**src/rtl/uart_tx_fifo.sv**
```systemverilog
// UART transmitter with an internal transmit FIFO.
// Queued words leave back-to-back; data width, parity and stop bits are parameters.
module uart_tx_fifo #(
    parameter int CLK_FREQ   = 25_000_000,
    parameter int BAUD_RATE  = 115_200,
    parameter int DATA_BITS  = 8,
    parameter int PARITY     = 0,
    parameter int STOP_BITS  = 1,
    parameter int FIFO_DEPTH = 4
) (
    input  logic                          i_clk,
    input  logic                          i_reset_n,
    input  logic                          i_valid,
    input  logic [7:0]                    i_data,
    output logic                          o_ready,
    output logic                          o_tx,
    output logic                          o_busy,
    output logic [$clog2(FIFO_DEPTH):0]   o_fifo_count
);

    localparam int CPB       = CLK_FREQ / BAUD_RATE;
    localparam int AW        = $clog2(FIFO_DEPTH);
    localparam int CW        = AW + 1;
    localparam int STOP_CLKS = STOP_BITS * CPB;
    localparam int BW        = $clog2(STOP_CLKS);
    localparam logic ODD     = (PARITY == 2);

    generate
        if (DATA_BITS < 5 || DATA_BITS > 8 || PARITY < 0 || PARITY > 2 ||
            (STOP_BITS != 1 && STOP_BITS != 2) || FIFO_DEPTH < 2 ||
            (FIFO_DEPTH & (FIFO_DEPTH - 1)) != 0 || CPB < 2) begin : g_bad_cfg
            $error("uart_tx_fifo: illegal parameter combination");
        end
    endgenerate

    typedef enum logic [2:0] {
        S_IDLE, S_START, S_DATA, S_PARITY, S_STOP
    } state_t;

    state_t                 state_q, state_d;
    logic [DATA_BITS-1:0]   shift_q, shift_d;
    logic                   par_q, par_d;
    logic [2:0]             bit_q, bit_d;
    logic [BW-1:0]          baud_q, baud_d;
    logic                   tx_q, tx_d;
    logic [AW-1:0]          wptr_q, wptr_d;
    logic [AW-1:0]          rptr_q, rptr_d;
    logic [CW-1:0]          count_q, count_d;
    logic [DATA_BITS-1:0]   mem_q [FIFO_DEPTH];

    logic push, pop, has_word, bit_end, stop_end;

    assign o_ready      = (count_q != CW'(FIFO_DEPTH));
    assign has_word     = (count_q != '0);
    assign push         = i_valid && o_ready;
    assign bit_end      = (baud_q == BW'(CPB - 1));
    assign stop_end     = (baud_q == BW'(STOP_CLKS - 1));
    assign o_tx         = tx_q;
    assign o_busy       = (state_q != S_IDLE) || has_word;
    assign o_fifo_count = count_q;

    always_comb begin
        state_d = state_q;
        shift_d = shift_q;
        par_d   = par_q;
        bit_d   = bit_q;
        baud_d  = baud_q;
        pop     = 1'b0;
        unique case (state_q)
            S_IDLE: begin
                if (has_word) pop = 1'b1;
            end
            S_START: begin
                if (bit_end) begin
                    baud_d  = '0;
                    state_d = S_DATA;
                end else begin
                    baud_d = baud_q + 1'b1;
                end
            end
            S_DATA: begin
                if (bit_end) begin
                    baud_d  = '0;
                    shift_d = shift_q >> 1;
                    bit_d   = bit_q + 3'd1;
                    if (bit_q == 3'(DATA_BITS - 1)) begin
                        bit_d   = '0;
                        state_d = (PARITY != 0) ? S_PARITY : S_STOP;
                    end
                end else begin
                    baud_d = baud_q + 1'b1;
                end
            end
            S_PARITY: begin
                if (bit_end) begin
                    baud_d  = '0;
                    state_d = S_STOP;
                end else begin
                    baud_d = baud_q + 1'b1;
                end
            end
            S_STOP: begin
                if (stop_end) begin
                    baud_d = '0;
                    if (has_word) pop = 1'b1;
                    else          state_d = S_IDLE;
                end else begin
                    baud_d = baud_q + 1'b1;
                end
            end
            default: state_d = S_IDLE;
        endcase

        // Parity is latched with the word so later pushes cannot disturb it
        if (pop) begin
            shift_d = mem_q[rptr_q];
            par_d   = (^mem_q[rptr_q]) ^ ODD;
            bit_d   = '0;
            baud_d  = '0;
            state_d = S_START;
        end

        // Line is registered from next state so it changes with the state
        unique case (state_d)
            S_IDLE:   tx_d = 1'b1;
            S_START:  tx_d = 1'b0;
            S_DATA:   tx_d = shift_d[0];
            S_PARITY: tx_d = par_d;
            S_STOP:   tx_d = 1'b1;
            default:  tx_d = 1'b1;
        endcase
    end

    always_comb begin
        wptr_d  = wptr_q;
        rptr_d  = rptr_q;
        count_d = count_q;
        if (push) wptr_d = wptr_q + 1'b1;
        if (pop)  rptr_d = rptr_q + 1'b1;
        unique case ({push, pop})
            2'b10:   count_d = count_q + 1'b1;
            2'b01:   count_d = count_q - 1'b1;
            default: count_d = count_q;
        endcase
    end

    always_ff @(posedge i_clk or negedge i_reset_n) begin
        if (!i_reset_n) begin
            state_q <= S_IDLE;
            shift_q <= '0;
            par_q   <= 1'b0;
            bit_q   <= '0;
            baud_q  <= '0;
            tx_q    <= 1'b1;
            wptr_q  <= '0;
            rptr_q  <= '0;
            count_q <= '0;
            for (int i = 0; i < FIFO_DEPTH; i++) mem_q[i] <= '0;
        end else begin
            state_q <= state_d;
            shift_q <= shift_d;
            par_q   <= par_d;
            bit_q   <= bit_d;
            baud_q  <= baud_d;
            tx_q    <= tx_d;
            wptr_q  <= wptr_d;
            rptr_q  <= rptr_d;
            count_q <= count_d;
            if (push) mem_q[wptr_q] <= i_data[DATA_BITS-1:0];
        end
    end

endmodule

```
**config.mk**
```make
export PLATFORM = sky130hd
export DESIGN_NAME = uart_tx_fifo
export DESIGN_NICKNAME = d
export VERILOG_FILES = /design/src/rtl/uart_tx_fifo.sv
export SDC_FILE = /design/constraint.sdc
export NUM_CORES = 1
export LEC_CHECK = 0
export BUFFER_PORTS_ARGS = -buffer_cell sky130_fd_sc_hd__buf_2
export CAP_MARGIN = 20
export CORE_ASPECT_RATIO = 1.2
export CORE_MARGIN = 2
export CORE_UTILIZATION = 55
export CTS_CLUSTER_DIAMETER = 200
export DETAILED_ROUTE_END_ITERATION = 8
export GPL_TIMING_DRIVEN = 1
export PLACE_DENSITY = 0.81
export RECOVER_POWER = 100
export REMOVE_ABC_BUFFERS = 1
export SYNTH_ARGS = -nofsm -noshare
export SYNTH_HDL_FRONTEND = slang
export SYNTH_SLANG_ARGS = --single-unit
```
**constraint.sdc**
```tcl
create_clock -name i_clk -period 4.2 [get_ports i_clk]
set_input_delay 0.21 -clock i_clk [delete_from_list [all_inputs] [get_ports i_clk]]
set_output_delay 0.21 -clock i_clk [all_outputs]
set_load 0.1 [all_outputs]
```
; ---- After elaboration in Yosys (flattened, before gate mapping)
; Cells that the tools add are included.
[totals]
regBits = 63
inputBits = 11
out_inout_bits = 6
wordCells = 80
[classes]
n_addsub = 6
magnitude_cmp = 3
n_eq_ne = 12
muxes = 30
bitwise = 2
reduce_logical = 13
[op_table]
columns = operator, count
row1 = $mux 8, 9
row2 = $mux 3, 11
row3 = $bwmux 32, 1
row4 = $bmux 8 s2, 1
row5 = $demux 8 s2, 1
row6 = $pmux 3 s5, 1
row7 = $eq 3x2->1 const B, 4
row8 = $add 8x1->8 const B, 1
row9 = $eq 8x8->1 const B, 1
row10 = $reduce_bool 2->1, 4
row11 = $reduce_xor 8->1, 1
row12 = $add 3x1->3 const B, 2
row13 = $eq 3x1->1 const B, 2
row14 = $eq 3x3->1 const B, 2
row15 = $ge 3x3->1 const B, 2
row16 = $not 2->3, 2
row17 = $pmux 3 s2, 1
row18 = $reduce_bool 3->1, 2
row19 = $add 2x1->2 const B, 2
row20 = $reduce_or 4->1, 1
row21 = $logic_not 3->1, 1
row22 = $lt 3x1->1 const B, 1
row23 = $mux 1, 3
row24 = $ne 3x3->1 const B, 1
row25 = other kinds (8), 9

; ---- Longest topological paths before layout
; Gate-level depths: netlist of run 1.
[logic_depth]
word_depth = 7
mapped_depth = 14
depth_no_buf = 12

; ---- Least setup slack after synthesis of run 1
; Ideal clock, no wire load.
[synth_path]
path_type = flip-flop to flip-flop
startpoint = reg count_q[2] (netlist: o_fifo_count[2])
endpoint = reg count_q[2] (netlist: o_fifo_count[2])
setup_time_ps = 163
t_arrival_ps = 3542
required_time_ps = 4037
slack_ps = 496
stages_incl_launch_ff = 11
n_path_buf = 1
synth_period_minus_slack_ps = 3704
cell_sequence = dfrtp_1 > nand3_1 > and2_1 > clkbuf_1 > inv_1 > ha_1 > inv_1 > fa_1 > xor2_1 > nor2_1 > xor2_1
[synth_between]
elab_cells_between_ends = 12
classes_between = add/sub: 2 / eq/ne: 3 / mux: 4 / reduce/logical: 3
[synth_rtl]
columns = item, line_no
row1 = from (decl), 48  ; logic [CW-1:0] count_q, count_d;
row2 = from (signal assigned), 168  ; count_q <= count_d;
row3 = $ne 3x3->1 (*), 53  ; assign o_ready = (count_q != CW'(FIFO_DEPTH));
row4 = via o_ready, 15  ; output logic o_ready,
row5 = $logic_and 1x1->1 (*), 55  ; assign push = i_valid && o_ready;
row6 = $eq 2x1->1 or $eq 2x2->1 (tied branches), 140  ; unique case ({push, pop})
row7 = $pmux 3 s2 or $reduce_bool 2->1 (tied branches), n/a
; Mark *: on every way through the listed nets, which the timed path passes. The rest lies on a longest branch.
; A chain may end at the register's enable or synchronous reset.

; ---- Worst setup path after layout of run 1
[layout_path]
startpoint = reg baud_q[0]
endpoint = reg count_q[2] (netlist: o_fifo_count[2])
[layout_between]
elab_chain_cells = 5
elab_cells_between_ends = 7
classes_between = eq/ne: 3 / mux: 3 / reduce/logical: 1
[layout_lines]
columns = item, line_no
row1 = from (decl), 44  ; logic [BW-1:0] baud_q, baud_d;
row2 = from (signal assigned), 164  ; baud_q <= baud_d;
row3 = $eq 8x8->1 (*), 57  ; assign stop_end = (baud_q == BW'(STOP_CLKS - 1));
row4 = $mux 1 (*), 103  ; if (stop_end) begin
row5 = $pmux 1 s2 (*), 69  ; unique case (state_q)
row6 = $eq 2x1->1 or $eq 2x2->1 (tied branches), 140
row7 = $pmux 3 s2 or $reduce_bool 2->1 (tied branches), n/a
; Every way passes the cells marked *; elsewhere a longest branch is shown, timed or not.

==> flow_summary_export.csv, run 1 <==
group,metric,value,unit
grt,grt.overflow.total,0,
sta,timing.fmax,0.2718,GHz
drt,dr_total_vias,1963,
drt,drc_errors,0,
floorplanning,starting_density_of_the_core,57.47,%
power_and_ir_drop,p_leak,0.001470,uW
setup_path,setup_crit_end_kind,"flop",
drt,drt_pre_antenna_iters,4,
sta,finalClockSkew,0.01056,ns
synthesis,synth_largest_type_area_fraction,50.61,%
setup_path,worst-r2r-setup-slack,0.52,ns
flow_run,max_cap_violations,1,
power_and_ir_drop,powerDensity,843.6,nW/um2
grt,grt_usage,19.80,%
synthesis,synthFlopType,"dfrtp_1",
cts,post_cts.repair.setup_buffers,0,
hold_path,hold_class,"in2reg",
synthesis,postSynthAreaPerCell,12.16,um2
sta,setup_viol,0,
grt,grt_pass1_wl,9252,um
drt,drt_wl_total,5476,um
cts,tritoncts,"built",
synthesis,ys_seq_elements,63,
setup_path,worst-endpoint-required,4.46,ns
synthesis,synth_sequential_area_ratio,51.47,%
synthesis,ys_warn_count,0,
status,status,"complete, but fails checks",
sta,setup_repair_after_global_routing_missed_its_margin,"no",
cts,cts.hold.buffers_added,0,
place,globalplace.congestion,0.8113,
grt,grtUsageMet2,32.19,%
floorplanning,die_y,85.78,um
cts,tritoncts.num_buffers,9,
cts,cts_max_level,3,
setup_path,worst_path_max_delay_cell,"a2111o_1",
final_layout,final_layout_net_count,291,
synthesis,synth_async_sr_flop_share,100.0,%
setup_path,cell_chain_critical_path,"inv_1 -> ha_1 -> nand2_1 -> or3_1 -> a2111o_1 -> inv_1 -> ha_1 -> inv_1 -> fa_1 -> xor2_1 -> nor2_1 -> xor2_1",
setup_path,startpoint_type,"flop",
cts,cts-root-buf,"clkbuf_8",
cts,clock-sinks,63,
cts,worstSkewPairLatency,0.34,ns
synthesis,netlist_instances,252,
synthesis,synth-edff-count,0,
grt,number_of_antenna_violations_at_the_first_check_in_global_routing,0,
floorplanning,dieArea,6189,um2
final_layout,final-seq-area,1578,um2
power_and_ir_drop,vdd_ir_drop_max,0.4901,mV
final_layout,antenna_cells_inserted,0,
grt,grt_start_max_net_pins,64,
sta,final.setup.worst_slack,0.5211,ns
floorplanning,floorplan.rows,29,
place,dp_hpwl,3768,um
sta,finalCriticalPeriod,3.679,ns
grt,global_route.peak_usage_layer,"met2",
place,buffer_ports.inserted,16,
sta,final-max-slew-violation-count,64,
drt,drt-wirelength-per-cell,16.25,um
cts,number_of_buffers_on_the_longest_clock_path,2,
final_layout,multi_input_gate_area,1389,um2
final_layout,fillers,388,
place,post-place-ws,0.7837,ns
sta,slew_headroom,-115.1,%
setup_path,slowest_delay,0.60,ns
floorplanning,core_area,5334,um2
setup_path,worst_path_fanout_max,24,
grt,first_global_vias,2022,
sta,totalNegativeSetupSlack,0,ns
synthesis,synth_top_area_cell,"dfrtp_1",
synthesis,synthesis.area,3065,um2
synthesis,distinct_cell_type_count_after_synthesis,40,
sta,share_of_the_clock_period_used_by_the_worst_path_after_layout,87.59,%
floorplanning,design.portCount,17,
floorplanning,die_width,72.15,um
drt,antenna_left,0,
cts,cts-resized-gates,0,
sta,worstMarginPinSlew,3.227,ns
drt,drtIter0Drc,107,
drt,routed_via_density,5.825,
sta,hold_viol,0,
final_layout,post_route_cells_drive_above_1_share,25.45,%
grt,met3_usage,5.758,%
setup_path,crit_top_cell,"inv_1",
setup_path,arr_time_crit_path,3.94,ns
synthesis,synth.top_cells.by_area,"dfrtp_1 51%, mux2_2 12%, mux4_2 5.9%",
final_layout,areaGrowthSynthToFinish,11.31,%
status,failed_checks,"max-capacitance violations, max-slew violations",
grt,met1_usage,23.54,%
setup_path,worstSetupPathType,"reg2reg",
cts,path_clk_slew,0.07,ns
sta,hold-worst-slack,0.1464,ns
## cell usage after synthesis, types with 2 or more instances
cell type and instances:
nor3_1 7, dfrtp_1 62, mux4_2 8, nor2_1 13, nand3_1 5, nand3b_1 3, mux2i_1 8, buf_2 4
inv_1 10, or3_1 2, o21ai_0 13, xnor2_1 13, mux2_2 32, a31oi_1 3, a21oi_1 9, nand2_1 21
clkbuf_1 4, buf_4 3, xor2_1 3, ha_1 9
## final cells by class
type | instances | area share, %
inverters | 11 | 1.210
well taps | 62 | 2.274
multi-input cells | 167 | 40.70
clock buffers | 14 | 5.354
repair buffers | 18 | 2.457
clock inverters | 2 | 1.760
flip-flops and latches | 63 | 46.24
## flip-flops by register name, summed over array words and instances (netlist names)
name and cells:
baud_q 8, bit_q 3, mem_q 32, o_fifo_count 3, o_tx 1, par_q 1
rptr_q 2, shift_q 8, state_q 3, wptr_q 2
## per-layer routing
| metal | wire (um) | share of wire [%] |
|---|---|---|
| met1 | 2384 | 44 |
| met2 | 2827 | 52 |
| met3 | 158 | 2.9 |
| met4 | 106 | 1.9 |
| met5 | 0 | 0 |
## cell families after synthesis
logic type	Yosys count	synth area share (%)
flops	63	51.47
xor+xnor	16	4.572
simple gates	58	9.102
mux	48	20.25
buf+inv	22	3.224
compound gates	35	7.062
fa+ha+maj	10	4.327
## report_power, final
group | internal, uW | switching, uW | leakage [uW]
Sequential | 873 | 203 | 0.000768
Clock | 400 | 222 | 0.000123
Combinational | 567 | 614 | 0.000578
## through the flow
stage	cells	cell area (um2)	power [uW]	util, %
floorplan	241	3008	2015	-
global placement	321	3181	2204	59.63
detailed placement	321	3181	2266	59.63
CTS	337	3423	2908	64.18
global route	337	3412	3057	63.97
finish	337	3412	2878	63.97
## critical path: cells and delay by family (launching register included)
| family | cells | cell delay, ns |
|---|---|---|
| fa+ha+maj | 3 | 0.82 |
| compound gates | 1 | 0.60 |
| simple gates | 3 | 0.72 |
| buf+inv | 3 | 0.73 |
| flops | 1 | 0.42 |
| xor+xnor | 2 | 0.31 |
## final timing paths
kind | startpoint | end | depth (start not counted)
min reg2reg | par_q | par_q | 2
min in group asynchronous | i_reset_n | o_fifo_count[1] | 2
max | baud_q[0] | o_fifo_count[2] | 12
max in group asynchronous | i_reset_n | rptr_q[0] | 2
max reg2reg | baud_q[0] | o_fifo_count[2] | 12
min | i_data[2] | mem_q[18] | 2
## layout by cell type (no fill, tap or decap), types with 3 or more instances in the layout
master and n:
inv_1 11, a31oi_1 3, xor2_1 3, mux2i_1 8
nand3_1 5, nand3b_1 3, a21oi_1 9, dfrtp_1 62
buf_2 10, o21ai_0 13, clkbuf_1 8, mux4_2 8
nand2_1 21, xnor2_1 13, clkbuf_8 13, ha_1 9
nor3_1 7, mux2_2 32, nor2_1 13
Power figures use the tool's default switching activity.
==> inputs of run 2 (changes only) <==
--- a/config.mk
+++ b/config.mk
@@ -7,13 +7,15 @@
 export LEC_CHECK = 0
 export BUFFER_PORTS_ARGS = -buffer_cell sky130_fd_sc_hd__buf_2
 export CAP_MARGIN = 20
+export CELL_PAD_IN_SITES_DETAIL_PLACEMENT = 0
+export CELL_PAD_IN_SITES_GLOBAL_PLACEMENT = 2
 export CORE_ASPECT_RATIO = 1.2
 export CORE_MARGIN = 2
-export CORE_UTILIZATION = 55
+export CORE_UTILIZATION = 42
 export CTS_CLUSTER_DIAMETER = 200
 export DETAILED_ROUTE_END_ITERATION = 8
 export GPL_TIMING_DRIVEN = 1
-export PLACE_DENSITY = 0.81
+export PLACE_DENSITY = 0.87
 export RECOVER_POWER = 100
 export REMOVE_ABC_BUFFERS = 1
 export SYNTH_ARGS = -nofsm -noshare
==> run 2 against run 1 <==
The flow still finishes with violations (max-capacitance violations, max-slew violations). Final area fell by 0.22%. Fmax rose by 13%. Sequential cell count did not move. Core utilization fell by 16 points. Register-to-register slack improved by 0.42 ns. Worst hold slack got worse by 0.0070 ns. Combinational power fell by 3%. Via count rose by 0.31%. Setup slack improved by 0.42 ns. Clock skew fell by 0.0056 ns. Critical path type unchanged. Largest power group unchanged.
==> flow_summary_export.csv, run 2 (synthesized netlist as in run 1, its figures left out) <==
group,metric,value,unit
status,status,"complete, but fails checks",
status,failed_checks,"max-capacitance violations, max-slew violations",
cts,cts_max_level,3,
drt,drc_errors,0,
setup_path,worst-r2r-setup-slack,0.94,ns
floorplanning,starting_density_of_the_core,42.89,%
cts,clock-sinks,63,
sta,slew_headroom,-18.45,%
final_layout,fin_area,3405,um2
final_layout,registers.top_by_ff_count,"mem_q",
setup_path,timing.rr.start,"baud_q[0]",
sta,hold_viol,0,
final_layout,final_layout_net_count,293,
setup_path,worst_path_fanout_max,23,
drt,antenna_left,0,
drt,drt_wl_total,5385,um
sta,finalCriticalPeriod,3.257,ns
setup_path,worstSetupPathType,"reg2reg",
place,instance_area_after_placement,3223,um2
final_layout,multi_input_gate_area,1389,um2
setup_path,crit_path_start,"baud_q[0]",
setup_path,worst_path_max_delay_cell,"clkbuf_1",
grt,grt.overflow.total,0,
cts,tritoncts.num_buffers,9,
setup_path,slowest_delay,0.73,ns
drt,drt_pre_antenna_iters,4,
power_and_ir_drop,p_leak,0.001452,uW
final_layout,antenna_cells_inserted,0,
hold_path,hold_class,"in2reg",
drt,drt-wirelength-per-cell,14.67,um
cts,path_clk_slew,0.07,ns
final_layout,areaGrowthSynthToFinish,11.06,%
place,globalplace.congestion,0.8293,
sta,final-max-slew-violation-count,66,
drt,routed_via_density,5.365,
place,post-place-ws,1.150,ns
final_layout,final_cell_mix,"62 x dfrtp_1, 32 x mux2_2, 21 x nand2_1",
flow_run,max_cap_violations,2,
final_layout,registers_with_the_most_flip_flops,"mem_q x32, baud_q x8, shift_q x8",
floorplanning,die_width,81.99,um
final_layout,fillers,677,
place,dp_hpwl,3769,um
final_layout,largest_register_ff_count,32,
sta,setup_viol,0,
grt,first_global_vias,2034,
setup_path,cell_chain_critical_path,"inv_1 -> ha_1 -> nand2_1 -> or3_1 -> a2111o_1 -> inv_1 -> clkbuf_1 -> nor3b_1 -> a221o_1",
final_layout,post_route_cells_drive_above_1_share,25.27,%
cts,number_of_buffers_on_the_longest_clock_path,2,
sta,timing.fmax,0.3070,GHz
cts,tritoncts,"built",
sta,totalNegativeSetupSlack,0,ns
setup_path,startpoint_type,"flop",
setup_path,arr_time_crit_path,3.48,ns
power_and_ir_drop,vdd_ir_drop_max,0.3684,mV
setup_path,worst-endpoint-required,4.42,ns
hold_path,timing.hold.worst_path_depth,2,
floorplanning,design.portCount,17,
setup_path,crit_top_cell,"inv_1",
sta,share_of_the_clock_period_used_by_the_worst_path_after_layout,77.55,%
place,buffer_ports.inserted,16,
sta,worstMarginPinSlew,1.777,ns
sta,setup_repair_after_global_routing_missed_its_margin,"no",
setup_path,setup_crit_end_kind,"flop",
cts,cts-root-buf,"clkbuf_8",
final_layout,final_core_util,47.64,%
floorplanning,die_y,97.59,um
floorplanning,dieArea,8001,um2
grt,number_of_antenna_violations_at_the_first_check_in_global_routing,0,
cts,worstSkewPairLatency,0.34,ns
cts,cts-resized-gates,0,
drt,dr_total_vias,1969,
hold_path,hold_path.startpoint,"i_data[6]",
power_and_ir_drop,powerDensity,797.0,nW/um2
grt,grt_usage,15.51,%
floorplanning,core_area,7147,um2
final_layout,final-seq-area,1578,um2
final_layout,layout.cells.most_common,"dfrtp_1",
grt,grt_start_max_net_pins,34,
floorplanning,floorplan.rows,34,
setup_path,cp-endpoint,"shift_q[4]",
drt,drtIter0Drc,86,
sta,final.setup.worst_slack,0.9430,ns
setup_path,critical_path.reg2reg.endpoint,"shift_q[4]",
sta,finalClockSkew,0.004972,ns
grt,grt_pass1_wl,9356,um
setup_path,timing.reg2reg.worst_path_depth,9,
-- run 2: how the worst min path moves through the flow --
stage	endpoint	slack (ns)
floorplan	baud_q[0]	-0.09
global placement	bit_q[0]	0.32
detailed placement	o_fifo_count[1]	0.33
CTS	mem_q[30]	0.13
global route	mem_q[30]	0.14
finish	mem_q[30]	0.14
-- run 2: worst max-delay path: cells and delay by family (launching register included) --
family                     cells  cell delay, ns
adders and majority gates      1            0.14
and+or+nand+nor                3            0.73
AOI/OAI and AO/OA              2            0.91
buffers and inverters          3            0.93
DFF                            1            0.42
-- run 2: area by class of cell --
type,instances,share of cell area [%]
clock buffer,9,3.638
clock inverter,7,1.874
inverter,11,1.213
multi-input combinational,167,40.79
sequential,63,46.34
tap,90,3.308
timing repair buffer,20,2.830
-- run 2: metrics by stage --
stage | power [uW] | hold WS (ns) | std cells
3_3_place_gp | 2223 | 0.3231 | 350
3_5_place_dp | 2252 | 0.3255 | 350
2_1_floorplan | 2015 | -0.08559 | 241
5_1_grt | 2926 | 0.1402 | 367
4_1_cts | 2761 | 0.1282 | 367
6_report | 2713 | 0.1394 | 367
-- run 2: power by group --
part	total (uW)	switching (uW)	internal, uW
combinational	1140	577	566
clock	503	234	269
sequential	1070	195	872
total	2710	1010	1710
-- run 2: metal layers --
layer / global-route usage [%] / part of all wire, %
met5: 0 / 0
met4: 8.718 / 1.7
met2: 23.51 / 48
met1: 20.10 / 46
met3: 3.625 / 3.8
-- run 2: repair_timing --
action | CTS | global route
buffers inserted | 0 | 0
hold endpoints to repair | 31 | 0
hold buffers | 1 | 0
setup endpoints to repair | 0 | 0
